### src/rtl/mux_pkg.sv
// Shared constants and helpers for the N:1 pipelined multiplexer family.
package mux_pkg;

  localparam int MUX_MODE_SEL = 0;  // grant follows the external select port
  localparam int MUX_MODE_RR  = 1;  // grant rotates over valid inputs

  // Select width that stays at least one bit wide for a single-input mux.
  function automatic int mux_sel_w(input int n);
    return (n > 1) ? $clog2(n) : 1;
  endfunction

endpackage

### src/rtl/skid_buffer_2.sv
// Two-entry FIFO holding {source, data} payloads; head is presented downstream.
module skid_buffer_2 #(
  parameter int DW = 8
) (
  input  logic          i_clk,
  input  logic          i_reset,
  input  logic          i_push,
  input  logic          i_pop,
  input  logic [DW-1:0] i_data,
  output logic [1:0]    o_count,
  output logic          o_valid,
  output logic [DW-1:0] o_head
);

  logic [DW-1:0] r_head;
  logic [DW-1:0] r_tail;
  logic [1:0]    r_count;

  // Head/tail shuffle: a pop promotes the tail, a push fills the first free slot.
  always_ff @(posedge i_clk) begin
    if (i_reset) begin
      r_count <= 2'd0;
      r_head  <= '0;
      r_tail  <= '0;
    end else begin
      case ({i_push, i_pop})
        2'b10: begin
          if (r_count == 2'd0) r_head <= i_data;
          else                 r_tail <= i_data;
          r_count <= r_count + 2'd1;
        end
        2'b01: begin
          r_head  <= r_tail;
          r_count <= r_count - 2'd1;
        end
        2'b11: begin
          // Count unchanged; with one entry the new word replaces the head.
          if (r_count == 2'd2) begin
            r_head <= r_tail;
            r_tail <= i_data;
          end else begin
            r_head <= i_data;
          end
        end
        default: ;
      endcase
    end
  end

  assign o_count = r_count;
  assign o_valid = (r_count != 2'd0);
  assign o_head  = r_head;

endmodule

### src/rtl/mux_n_to_1_pipe.sv
// N-input registered multiplexer with valid/ready handshakes on both sides.
// Grant is either the select port or a round-robin scan; the chosen word is
// pushed into a two-entry skid buffer whose head drives the output.
module mux_n_to_1_pipe
  import mux_pkg::*;
#(
  parameter int N_IN  = 4,
  parameter int WIDTH = 32,
  parameter int MODE  = MUX_MODE_SEL,
  parameter int SEL_W = mux_sel_w(N_IN)
) (
  input  logic                  i_clk,
  input  logic                  i_reset,
  input  logic [SEL_W-1:0]      i_sel,
  input  logic [N_IN-1:0]       i_in_valid,
  input  logic [N_IN*WIDTH-1:0] i_in_data,
  output logic [N_IN-1:0]       o_in_ready,
  output logic                  o_out_valid,
  output logic [WIDTH-1:0]      o_out_data,
  output logic [SEL_W-1:0]      o_out_src,
  input  logic                  i_out_ready
);

  logic [SEL_W-1:0]       r_rr_ptr;
  logic                   w_gnt_vld;
  logic [SEL_W-1:0]       w_gnt;
  int                     w_idx;
  logic                   w_can_push;
  logic                   w_push;
  logic                   w_pop;
  logic [WIDTH-1:0]       w_data;
  logic [1:0]             w_count;
  logic                   w_valid;
  logic [SEL_W+WIDTH-1:0] w_head;

  // Grant: select port in MODE 0, first valid channel after rr_ptr in MODE 1.
  always_comb begin
    w_gnt_vld = 1'b0;
    w_gnt     = '0;
    w_idx     = 0;
    if (N_IN == 1) begin
      w_gnt_vld = 1'b1;
    end else if (MODE == MUX_MODE_SEL) begin
      if (int'(i_sel) < N_IN) begin
        w_gnt_vld = 1'b1;
        w_gnt     = i_sel;
      end
    end else begin
      for (int k = 1; k <= N_IN; k++) begin
        w_idx = (int'(r_rr_ptr) + k) % N_IN;
        if (!w_gnt_vld && i_in_valid[w_idx]) begin
          w_gnt_vld = 1'b1;
          w_gnt     = w_idx[SEL_W-1:0];
        end
      end
    end
  end

  // Room depends only on buffer occupancy, never on i_out_ready.
  assign w_can_push = (w_count < 2'd2) && !i_reset;

  // One-hot ready toward the granted channel and the matching data word.
  always_comb begin
    o_in_ready = '0;
    w_data     = '0;
    for (int i = 0; i < N_IN; i++) begin
      if (w_gnt == SEL_W'(i)) begin
        o_in_ready[i] = w_gnt_vld && w_can_push;
        w_data        = i_in_data[i*WIDTH +: WIDTH];
      end
    end
  end

  assign w_push = |(i_in_valid & o_in_ready);
  assign w_pop  = w_valid & i_out_ready;

  // Round-robin pointer moves only when a word is actually accepted.
  always_ff @(posedge i_clk) begin
    if (i_reset)     r_rr_ptr <= SEL_W'(N_IN - 1);
    else if (w_push) r_rr_ptr <= w_gnt;
  end

  skid_buffer_2 #(
    .DW (SEL_W + WIDTH)
  ) u_buf (
    .i_clk   (i_clk),
    .i_reset (i_reset),
    .i_push  (w_push),
    .i_pop   (w_pop),
    .i_data  ({w_gnt, w_data}),
    .o_count (w_count),
    .o_valid (w_valid),
    .o_head  (w_head)
  );

  assign o_out_valid = w_valid;
  assign o_out_data  = w_head[WIDTH-1:0];
  assign o_out_src   = w_head[WIDTH +: SEL_W];

endmodule
### config.mk
export PLATFORM = sky130hd
export DESIGN_NAME = mux_n_to_1_pipe
export DESIGN_NICKNAME = d
export VERILOG_FILES = /design/src/rtl/mux_pkg.sv /design/src/rtl/skid_buffer_2.sv /design/src/rtl/mux_n_to_1_pipe.sv
export SDC_FILE = /design/constraint.sdc
export NUM_CORES = 1
export LEC_CHECK = 0
export BUFFER_PORTS_ARGS = -buffer_cell sky130_fd_sc_hd__buf_2
export CORE_ASPECT_RATIO = 1.5
export CORE_MARGIN = 2
export CORE_UTILIZATION = 45
export DETAILED_ROUTE_END_ITERATION = 6
export HOLD_SLACK_MARGIN = 0.02
export PLACE_DENSITY = 0.72
export SLEW_MARGIN = 20
export SYNTH_ARGS = -nofsm -noshare
export SYNTH_HDL_FRONTEND = slang
export SYNTH_SLANG_ARGS = --single-unit
### constraint.sdc
create_clock -name i_clk -period 8.33 [get_ports i_clk]
set_clock_uncertainty 0.2 [all_clocks]
set_input_delay 0 -clock i_clk [delete_from_list [all_inputs] [get_ports i_clk]]
set_output_delay 0 -clock i_clk [all_outputs]
set_load 0.05 [all_outputs]
==> flow_summary.ini <==
[run_status]
status = finished clean

[clock_tree]
root_buffer = clkbuf_16
tritoncts = done
postCtsSetupBuffers = 0
cts_sinks = 70
clk_latency_ns = 0.33
h-tree-depth = 3
clockBufferDepth = 2
numCtsBuffers = 9
clkTransAtPathRegs_ns = 0.06

[detailed_routing]
wl_mm = 12.7
dr.pass1.iters = 5
drtAntennaViolNets = 0
via_per_inst = 5.83
drc = 0
wire_per_inst_um = 16.6
drtIter0Drc = 221
via_count = 4471

[pwr]
peakVddDrop_mv = 0.206
power_leakage_nw = 2.51
power_density_mw_per_mm2 = 295

[critical_path]
endpoint_kind = flip-flop
rr_worst_depth = 7
cp.arrival_ns = 4.21
crit_path_start_kind = flip-flop
crit_type = flip-flop to flip-flop
cp.required_ns = 8.37
cp_max_fo = 25

[synthesis]
synth_simple_gate_area_share_pct = 13.2
synth_compound_area_share_pct = 27.3
postSynthCellCount = 453
synthesis.area_mm2 = 0.00414
avgSynthCellArea_um2 = 9.14
ys_types = 35
synth-adder-area-share_pct = 0.906
ys_warn_count = 0
syn_nets = 593
synth_top_family_by_area = compound AO/OA/AOI/OAI gates
muxShareOfSynthArea_pct = 17.9
synth_seq_cells = 70
yosysSeqAreaShare_pct = 33.8
synth-xor-area-share_pct = 0.634

[sta]
rsz0062_at_grt = false
drv_slew = 0
fin_ws_ns = 4.15
setup_tns_ns = 0
max_clock_freq_ghz = 0.239
tightest_slew_ns = 1.02
period_share_pct = 50.1
fin_hold_ws_ns = 0.0867
post-route-min-period_ns = 4.18
hold_viol_final = 0
setup_viol = 0
slew_headroom_pct = 31.8

[run]
maxCapViolCount = 0

[final_layout]
num-fill-cells = 734
antennaDiodeCount = 0
drive_gt1_share_pct = 35.6
syn_to_final_growth_pct = 43.2
nets = 792

[floorplanning]
boundaryPins = 176
start_util_pct = 46.6
dieArea_mm2 = 0.0100
core_mm2 = 0.00888
fp.dieW_um = 82.3
dieHeight_um = 121
rows = 42

[placement]
io_buffers = 175
place_ws_ns = 4.05
post-dp-hpwl_mm = 8.04
gp_congestion = 0.767

[global_routing]
grt_pass1_vias = 4588
met2_usage_pct = 47.8
grtUsageMet3_pct = 2.60
busiest_layer = met2
grtUsageTotal_pct = 26.2
grt_max_degree = 74
antenna_found_initial = 0
met1_usage_pct = 29.5
grt_overflow = 0
grt_pass1_wl_mm = 20.4

[worst_hold_path]
hold_path_depth = 4
hold_class = input port to flip-flop
-- report_power, final --
part	internal [mW]	leakage, nW	switching [mW]
Sequential	0.434	0.572	0.0888
Clock	0.263	0.152	0.151
Combinational	0.263	1.79	0.550
-- final timing paths --
| check | start | to | slack (ns) |
|---|---|---|---|
| setup / recovery | u_buf.o_count[1] | u_buf.o_head[22] | 4.15 |
| hold / removal | i_in_data[113] | u_buf.o_head[17] | 0.09 |
| setup reg to reg | u_buf.o_count[1] | u_buf.o_head[22] | 4.15 |
| hold reg to reg | u_buf.r_tail[16] | u_buf.r_tail[16] | 0.26 |
-- placed cells by master (no fill, tap or decap), drive strengths merged, types with 15 or more instances in the layout --
master / instances
mux4: 32
a31oi: 19
a211oi: 15
dfxtp: 70
nand2: 89
nor3b: 19
a21o: 19
a22oi: 15
o221ai: 20
dlygate4sd3: 64
buf: 179
o211ai: 20
a21oi: 49
-- metrics by stage --
stage	area, um2	instances	total power [mW]	utilization [%]
after floorplan	4140	453	1.12	-
after global placement	4950	687	1.29	55.7
after detailed placement	4950	687	1.30	55.7
after CTS	5910	767	1.75	66.6
after global routing	5930	767	1.84	66.8
final	5930	767	1.75	66.8
-- flip-flops by register name, summed over array words and instances, names as in the netlist --
signal	count
u_buf.r_tail	34
u_buf.o_count	2
u_buf.o_head	34
-- routing by layer --
layer	share of wire [%]	vias to the layer above
li1	-	2118
met1	36	2157
met2	55	168
met3	6.1	28
met4	2.4	0
met5	0	-
-- timing repair --
action	4_1_cts	5_1_grt
hold endpoints to repair	51	0
hold buffers	64	0
resized for setup	0	0
-- critical path, cell delays in order (launching register included) --
cell and delay, ns:
dfxtp_1 0.86, or3b_1 0.77, o22ai_1 0.27, inv_2 0.15, ha_1 0.70, o21a_1 0.62
a22oi_1 0.19, a211oi_1 0.31
-- final cells by class --
class | count | area, um2 | area share (%)
Clock inverter | 7 | 97.6 | 1.65
Clock buffer | 9 | 225 | 3.80
Tap cell | 110 | 138 | 2.32
Sequential cell | 70 | 1400 | 23.6
Timing Repair Buffer | 243 | 1550 | 26.1
Inverter | 4 | 15.0 | 0.253
Multi-Input combinational cell | 324 | 2510 | 42.3
-- cells in the mapped netlist (all sizes together) --
cell type  instances  area (um2)
a211oi            15         113
a21o              19         143
a21oi             49         245
a22oi             15         113
a31oi             19         119
and4b              1        10.0
buf               18         104
clkbuf            37         139
dfxtp             70        1400
ha                 3        37.5
inv                4        15.0
mux2i              2        20.0
mux4              32         721
nand2             89         334
nand2b             1        6.26
nand3              1        5.00
nor2               7        26.3
nor2b              1        6.26
nor3b             19         143
o211a              1        10.0
o211ai            20         150
o21a               2        15.0
o21ai              1        16.3
o21ba              1        10.0
o221ai            20         193
o22ai              1        6.26
or3                1        6.26
or3b               1        8.76
xnor2              1        8.76
xor2               2        17.5
-- kinds of logic after synthesis --
kind of cell    Yosys count
compound gates          163
xor+xnor                  3
mux                      34
simple gates            121
buf+inv                  59
flops                    70
fa+ha+maj                 3
Note: power is estimated with default switching activity, not from simulation.
